## config.mk

```make
export PLATFORM = sky130hd
export DESIGN_NAME = pht_sweep_flat
export DESIGN_NICKNAME = d
export VERILOG_FILES = /design/src/rtl/pht_sweep_if.sv /design/src/rtl/pht_sweep.sv /design/src/flat_wrapper.sv
export SDC_FILE = /design/constraint.sdc
export NUM_CORES = 2
export LEC_CHECK = 0
export ABC_CLOCK_PERIOD_IN_PS = 63600
export BUFFER_PORTS_ARGS = -buffer_cell sky130_fd_sc_hd__buf_2
export CAP_MARGIN = 25
export CORE_MARGIN = 8
export CORE_UTILIZATION = 55
export DETAILED_ROUTE_END_ITERATION = 10
export PLACE_DENSITY_LB_ADDON = 0.12
export SLEW_MARGIN = 20
export SYNTH_ARGS = -nofsm -noshare
export SYNTH_HDL_FRONTEND = slang
export SYNTH_SLANG_ARGS = --single-unit
```

## constraint.sdc

```tcl
create_clock -name clk -period 63.6 [get_ports clk]
set_clock_uncertainty 0.2 [all_clocks]
set_input_delay 15.9 -clock clk [delete_from_list [all_inputs] [get_ports clk]]
set_output_delay 15.9 -clock clk [all_outputs]
set_load 0.03 [all_outputs]
```

## src/rtl/pht_sweep_if.sv

```systemverilog
// Lookup/update bundle between the PC/ID stages and the pattern history table.
// Latency: carries a combinational read path and an edge-registered update path.
// Backpressure: none; the ready flag tells consumers when the predictions are meaningful.
interface pht_sweep_if #(
  parameter int INDEX_WIDTH = 10,
  parameter int CTR_WIDTH   = 2,
  parameter int READ_PORTS  = 2
);
  logic                              clear;
  logic                              upd_en;
  logic                              upd_taken;
  logic [INDEX_WIDTH-1:0]            upd_index;
  logic [READ_PORTS*INDEX_WIDTH-1:0] rd_index;
  logic [READ_PORTS-1:0]             taken_out;
  logic [READ_PORTS*CTR_WIDTH-1:0]   ctr_out;
  logic                              ready;

  modport master (
    output clear, upd_en, upd_taken, upd_index, rd_index,
    input  taken_out, ctr_out, ready
  );

  modport slave (
    input  clear, upd_en, upd_taken, upd_index, rd_index,
    output taken_out, ctr_out, ready
  );
endinterface

```

## src/rtl/pht_sweep.sv

```systemverilog
// Pattern history table of saturating counters, with multi-port lookup and a swept initialisation.
// Latency: lookups are combinational, with a same-cycle bypass of the pending update; updates land at the clock edge.
// Backpressure: none; while the init sweep runs, updates are dropped and the outputs read as zero.
module pht_sweep #(
  parameter int INDEX_WIDTH = 10,
  parameter int CTR_WIDTH   = 2,
  parameter int READ_PORTS  = 2
) (
  input  logic        clk,
  input  logic        rst,
  pht_sweep_if.slave  bus
);

  localparam int DEPTH = 1 << INDEX_WIDTH;

  // Counter constants are built from an all-ones pattern, so they stay correct down to CTR_WIDTH=1.
  localparam logic [CTR_WIDTH-1:0]   CTR_MAX  = '1;
  localparam logic [CTR_WIDTH-1:0]   CTR_ONE  = CTR_MAX ^ (CTR_MAX << 1);
  localparam logic [CTR_WIDTH-1:0]   CTR_INIT = CTR_MAX ^ (CTR_MAX >> 1);
  localparam logic [INDEX_WIDTH-1:0] IDX_LAST = '1;
  localparam logic [INDEX_WIDTH-1:0] IDX_ONE  = IDX_LAST ^ (IDX_LAST << 1);

  typedef enum logic {SWEEP, READY} state_t;

  state_t                 state;
  logic [INDEX_WIDTH-1:0] sweep_idx;
  logic                   ready_q;
  logic [CTR_WIDTH-1:0]   table_q [DEPTH];

  logic [CTR_WIDTH-1:0]   upd_cur;
  logic [CTR_WIDTH-1:0]   upd_nxt;
  logic                   upd_fire;

  assign upd_cur  = table_q[bus.upd_index];
  // An update is live only once the table is initialised and no clear is pending; the bypass uses the same qualifier.
  assign upd_fire = bus.upd_en & ready_q & ~bus.clear;

  // Saturating next value for the entry being updated.
  always_comb begin
    upd_nxt = upd_cur;
    if (bus.upd_taken) begin
      if (upd_cur != CTR_MAX) upd_nxt = upd_cur + CTR_ONE;
    end else begin
      if (upd_cur != '0) upd_nxt = upd_cur - CTR_ONE;
    end
  end

  // Init-sweep FSM plus table writes; the sweep and the updates never write in the same state.
  always_ff @(posedge clk) begin
    if (!rst || bus.clear) begin
      state     <= SWEEP;
      sweep_idx <= '0;
      ready_q   <= 1'b0;
    end else if (state == SWEEP) begin
      table_q[sweep_idx] <= CTR_INIT;
      sweep_idx          <= sweep_idx + IDX_ONE;
      if (sweep_idx == IDX_LAST) begin
        state   <= READY;
        ready_q <= 1'b1;
      end
    end else begin
      if (bus.upd_en) table_q[bus.upd_index] <= upd_nxt;
    end
  end

  // Each lookup port checks independently for a same-cycle update to its entry, then is masked to zero until ready.
  for (genvar p = 0; p < READ_PORTS; p++) begin : g_rd
    logic [INDEX_WIDTH-1:0] rd_idx;
    logic [CTR_WIDTH-1:0]   rd_val;

    assign rd_idx = bus.rd_index[p*INDEX_WIDTH +: INDEX_WIDTH];
    assign rd_val = (state != READY)                         ? '0      :
                    (upd_fire && rd_idx == bus.upd_index)   ? upd_nxt :
                                                              table_q[rd_idx];
    assign bus.ctr_out[p*CTR_WIDTH +: CTR_WIDTH] = rd_val;
    assign bus.taken_out[p]                      = rd_val[CTR_WIDTH-1];
  end

  assign bus.ready = ready_q;

endmodule

```

## src/flat_wrapper.sv

```systemverilog
// flat-port wrapper written by rule: the top's interface ports become plain ports
module pht_sweep_flat 
#(
  parameter int INDEX_WIDTH = 10,
  parameter int CTR_WIDTH   = 2,
  parameter int READ_PORTS  = 2
)
  (clk, rst, bus_clear, bus_upd_en, bus_upd_taken, bus_upd_index, bus_rd_index, bus_taken_out, bus_ctr_out, bus_ready);
  pht_sweep_if #(.INDEX_WIDTH(INDEX_WIDTH), .CTR_WIDTH(CTR_WIDTH), .READ_PORTS(READ_PORTS)) bus_i ();
  input  logic clk;
  input  logic rst;
  input wire logic [$bits(bus_i.clear)-1:0] bus_clear;
  input wire logic [$bits(bus_i.upd_en)-1:0] bus_upd_en;
  input wire logic [$bits(bus_i.upd_taken)-1:0] bus_upd_taken;
  input wire logic [$bits(bus_i.upd_index)-1:0] bus_upd_index;
  input wire logic [$bits(bus_i.rd_index)-1:0] bus_rd_index;
  output wire logic [$bits(bus_i.taken_out)-1:0] bus_taken_out;
  output wire logic [$bits(bus_i.ctr_out)-1:0] bus_ctr_out;
  output wire logic [$bits(bus_i.ready)-1:0] bus_ready;
  assign bus_i.clear = bus_clear;
  assign bus_i.upd_en = bus_upd_en;
  assign bus_i.upd_taken = bus_upd_taken;
  assign bus_i.upd_index = bus_upd_index;
  assign bus_i.rd_index = bus_rd_index;
  assign bus_taken_out = bus_i.taken_out;
  assign bus_ctr_out = bus_i.ctr_out;
  assign bus_ready = bus_i.ready;
  pht_sweep #(.INDEX_WIDTH(INDEX_WIDTH), .CTR_WIDTH(CTR_WIDTH), .READ_PORTS(READ_PORTS)) u_core (.clk(clk), .rst(rst), .bus(bus_i));
endmodule
```

Word-level counts from Yosys, hierarchy flattened
Memories as Yosys holds them, arrays and structs flattened.
Index checks and enable logic that the tools add are counted.

storage, ports and cells
  memories = 1
  RAM bits = 2,048
  input port bits = 35
  output and inout bits = 7
  register bits = 12

cells by class
  reductions and logical operators = 7
  bitwise logic cells = 4
  equal/unequal tests = 4
  $add $sub $neg = 3
  mux-type cells = 19

memories
  name            words  bits a word  rd ports  clocked after Yosys merged registers in  wr ports  RTL line         RTL
  u_core.table_q  1,024  2            3         0                                        1         pht_sweep.sv:28  logic [CTR_WIDTH-1:0] table_q [DEPTH];

operators by type and width
  cell                     count
  $eq A10 B10 Y1           2
  $mux W2                  8
  $add A10 B1 Y10 const B  1
  $eq A10 B10 Y1 const B   1
  $mux W1                  10
  $mux W10                 1
  $add A2 B1 Y2 const B    1
  $and A1 B1 Y1            2
  $logic_and A1 B1 Y1      2
  $ne A2 B2 Y1 const B     1
  $not A1 Y1               2
  $reduce_and A2 Y1        1
  $reduce_bool A2 Y1       1
  $reduce_or A2 Y1         1
  $sub A2 B1 Y2 const B    1
  $logic_not A1 Y1         1
  $logic_or A1 B1 Y1       1

Longest topological paths before layout
  word-level depth = 6
  gate-level depth with buffers = 15
  depth with buffers taken out = 9

Least setup slack after synthesis
No wires, ideal clock.

  kind = input-to-reg
  start point = in bus_upd_index[2]
  end point = mem u_core.table_q[0][1] (data pin)
  cell stages on the path = 13
  arrival = 57.630 ns
  slack = -2.361 ns
  library setup time = 8.131 ns
  data required time = 55.269 ns
  cells stage by stage = buf_2 -> buf_2 -> clkbuf_1 -> clkbuf_1 -> mux4_2 -> a22oi_1 -> a21oi_1 -> nor4_1 -> o221ai_1 -> o22ai_1 -> a31oi_1 -> a22oi_1 -> o21ai_0

on the way
  longest elaborated chain between the ends = 5
  elaborated cells on any way between the ends = 9
  classes of those cells = add/sub (2); eq/ne (1); mux (4); reduce/logical (1); memory (1)

RTL lines
  item                                   RTL line                          RTL
  start: declaration                     flat_wrapper.sv:15                input wire logic [$bits(bus_i.upd_index)-1:0] bus_upd_index;
  $mem_v2 Z1024 W2 *                     -
  $sub A2 B1 Y2 (tied with other cells)  pht_sweep.sv:44                   if (upd_cur != '0) upd_nxt = upd_cur - CTR_ONE;
  $mux W2 (on tied branches)             pht_sweep.sv:44, pht_sweep.sv:42
  $mux W2 *                              pht_sweep.sv:41                   if (bus.upd_taken) begin
  $mux W2 (no source line) *             -
  end: declaration                       pht_sweep.sv:28

Mark *: on every way between the ends. The rest lies on a longest branch, timed or not.

Worst setup path in the final report
  start point = in bus_rd_index[10]
  end point = out bus_ctr_out[3]

on the way
  longest elaborated chain between the ends = 4
  elaborated cells on any way between the ends = 5
  classes of those cells = eq/ne (1); mux (2); reduce/logical (1); memory (1)

RTL lines
  item                                                      RTL line            RTL
  start: declaration                                        flat_wrapper.sv:16  input wire logic [$bits(bus_i.rd_index)-1:0] bus_rd_index;
  branches (longest 2 deep; another with $mem_v2 Z1024 W2)  -
  $mux W2 *                                                 pht_sweep.sv:73     (upd_fire && rd_idx == bus.upd_index) ? upd_nxt :
  $mux W2 *                                                 pht_sweep.sv:72     assign rd_val = (state != READY) ? '0 :
  end: declaration                                          flat_wrapper.sv:18  output wire logic [$bits(bus_i.ctr_out)-1:0] bus_ctr_out;

Mark *: on every way between the ends.

==> results.cfg <==
[worst_setup_path]
timing.critical_path.to = bus_ctr_out[3]
arrival_ns = 23.15
reg2reg_setup_slack_ns = 55.19
crit_required_ns = 47.50
reg2reg_from = u_core.table_q[513][1]
timing_worst_setup_path_type = primary input to output port
critical_path.startpoint_type = primary input
worstSetupEndpointType = output port
worst_r2r_endpoint = u_core.table_q[526][0]
critical_path_peak_fanout = 61
worst_setup_path_startpoint = bus_rd_index[10]
worst-r2r-cell-count = 13

[cts]
cts.htree.levels = 4
cts.path.max_buffers = 3
clock_tree.root_cell = clkbuf_16
cts_num_sinks = 2060
cts_setup_buffers = 0
holdBufCountCts = 0
cts_tree = yes
post_cts.resized_instances = 0
numCtsBuffers = 218
clock_latency_ns = 0.91
cts.clk_slew.worst_paths_ns = 0.06

[logic_synthesis]
synthTopCellsByArea = edfxtp_1, mux4_2, nor2_1, a22oi_1, clkbuf_1
syn_avg_cell_area_um2 = 17.64
synth.ff_latch_count = 2060
netlist.top_cell.by_area = edfxtp_1
synth.cells.most_frequent = edfxtp_1, mux4_2, nor2_1
synth.net_count = 6602
synth.lib_cells_used.distinct = 62
synth_edf_count = 2048
synth_seq_area_share = 0.5329
synth_ff_type = edfxtp_1
synthesis.area_um2 = 115900
asyncSetResetFlopFracSynth = 0
synthDominantCellAreaShare = 0.5308
post_synth_inst_count = 6566
post-synth-top-count-cell = edfxtp_1
ys.warnings.count = 0

[sta]
fmax_mhz = 25.48
max-slew-margin-rel = 0.2029
setup_viol_count_final = 0
period_needed_ns = 39.25
final_critical_path_setup_slack_ns = 24.35
finalHoldViolations = 0
setup_tns_ns = 0
whs_ns = 0.3659
timing_max_transition_violations_final = 0
timing.final.crit_share = 0.6171
timing_worst_slew_pin_value_ns = 1.191
setup_repair_after_global_routing_missed_its_margin = false

[global_route]
grt.total_usage = 0.3557
gr-usage-met3 = 0.1331
met1_usage_in_global_routing = 0.4753
vias_in_the_first_global_route = 73550
first_pass_grt_wire_length_mm = 567.5
grt_busiest_layer = met2
global_route_met2_utilization = 0.5166
grt_overflow_total = 0
grt_antenna_before_repair = 29
grt_max_degree = 218

[place]
dp_cells = 8909
detailed_place_hpwl_mm = 247.8
gpl.final_weighted_congestion = 0.9378
dpl_cell_area_um2 = 118800
pre_cts_ws_ns = 24.53
placement.io_buffers = 41

[route]
dr.pass1.iters = 6
detail-route-antenna-nets = 0
post-route-drc-count = 0
drt-vias-per-instance = 8.009
dr_total_vias = 74910
detail_route.wirelength_mm = 403.0
avgRoutedWirePerCell_um = 43.09
drtIter0Drc = 12290

[pwr]
vdd_ir_drop_max_mv = 0.03156
p_leak_uw = 0.04290
powerDensity_nw_per_um2 = 23.86

[layout]
finalNetCount = 6367
syn2layout_area_growth_pct = 9.298
final_cell_area_um2 = 126600
final-instance-count-excl-fill = 9353
post_route_cells_drive_above_1_share = 0.3831

[flow_run]
max-cap-violations = 0

[min_path]
min_path_type = flip-flop to flip-flop

[die]
design.portCount = 42
design.core.area_um2 = 209600
initial_core_util = 0.5528
site_rows = 168
die-width_um = 475.0
die-area_um2 = 225600
dieHeight_um = 475.0

[status]
status = finished clean
## worst max-delay path, stage by stage
cell	delay [ns]
buf_8	0.48
buf_4	0.68
buf_4	0.77
buf_4	0.73
buf_4	0.64
mux4_2	0.34
mux4_2	0.28
a22oi_1	0.07
nand2_1	0.07
a22oi_1	0.09
and4_1	0.31
nor4_1	0.92
o31ai_1	0.40
a211oi_1	0.87
buf_2	0.34
## cell families (layout without fill, tap and decap cells)
group                    Yosys count  after routing  share of synthesized area
buffers and inverters            719            678                    0.02720
XOR/XNOR                          27             27                   0.002041
adder cells (fa/ha/maj)            1              1                  0.0001080
flip-flops                      2060           2060                     0.5329
multiplexers                    1864           1864                     0.3593
AO/OA/AOI/OAI                    489            489                    0.02942
other                              0             23                          0
AND/OR/NAND/NOR                 1406           1406                    0.04905
## routing by layer
layer  vias up  part of all wire
met2      6755              0.44
met4        20             0.061
met3      1231              0.15
met5         -           0.00072
li1      27590                 -
met1     39310              0.34
## state kept, by name, indices dropped and copies added (netlist names)
signal / flops
u_core.bus.ready: 1
u_core.table_q: 2048
u_core.state: 1
u_core.sweep_idx: 10
## cell type report
type | instances | area, um^2
Sequential cell | 2060 | 61740
Clock buffer | 254 | 5633
Fill cell | 15240 | 82950
Multi-Input combinational cell | 3787 | 51360
Inverter | 20 | 75.07
Antenna cell | 23 | 57.56
Clock inverter | 160 | 1981
Timing Repair Buffer | 244 | 2272
Tap cell | 2805 | 3510
## placed cells by master (no fill, tap or decap), types with 11 or more instances in the layout
cell type / Yosys / final
edfxtp_1: 2048 / 2048
mux4_2: 1835 / 1835
nor2_1: 1079 / 1076
a22oi_1: 232 / 232
clkbuf_16: 0 / 220
buf_4: 31 / 171
nand2_1: 151 / 103
a21oi_1: 97 / 96
clkinv_1: 0 / 42
clkinv_2: 0 / 38
bufinv_16: 0 / 37
nand3_1: 36 / 36
clkbuf_1: 409 / 34
nand2_4: 0 / 32
buf_2: 179 / 29
a31oi_1: 27 / 27
mux2i_1: 26 / 26
diode_2: 0 / 23
xor2_1: 23 / 23
o22ai_1: 21 / 21
nor2b_1: 27 / 21
nor4_1: 21 / 19
inv_1: 18 / 18
nor3_1: 17 / 17
o21ai_0: 18 / 17
nand2_2: 0 / 16
buf_8: 0 / 16
nand2b_1: 16 / 15
clkinv_4: 0 / 15
clkinvlp_4: 0 / 14
buf_12: 0 / 14
a221oi_1: 13 / 13
a22o_1: 13 / 13
dfxtp_1: 12 / 12
nand4_1: 11 / 11
## power breakdown
part           internal [uW]  total [uW]  switching (uW)
Clock                    788        1360             574
Sequential              1470        1470           0.178
Combinational           66.9         189             122
## how the worst min path moves through the flow
stage / start / end / slack (ns) / cells after the start
2_1_floorplan: u_core.sweep_idx[8] / u_core.sweep_idx[8] / 0.30 / 2
3_3_place_gp: u_core.sweep_idx[8] / u_core.sweep_idx[8] / 0.33 / 2
3_5_place_dp: u_core.sweep_idx[8] / u_core.sweep_idx[8] / 0.34 / 2
4_1_cts: u_core.sweep_idx[8] / u_core.sweep_idx[8] / 0.36 / 2
5_1_grt: u_core.sweep_idx[6] / u_core.sweep_idx[6] / 0.40 / 2
6_report: u_core.sweep_idx[6] / u_core.sweep_idx[6] / 0.37 / 2
## metrics by stage
stage / util / power (uW)
after floorplan: - / 1622
after CTS: 0.6032 / 3021
final: 0.6042 / 3021
after detailed placement: 0.5668 / 1684
after global placement: 0.5654 / 1684
after global routing: 0.6040 / 3076
Note: power is estimated with default switching activity, not from simulation.
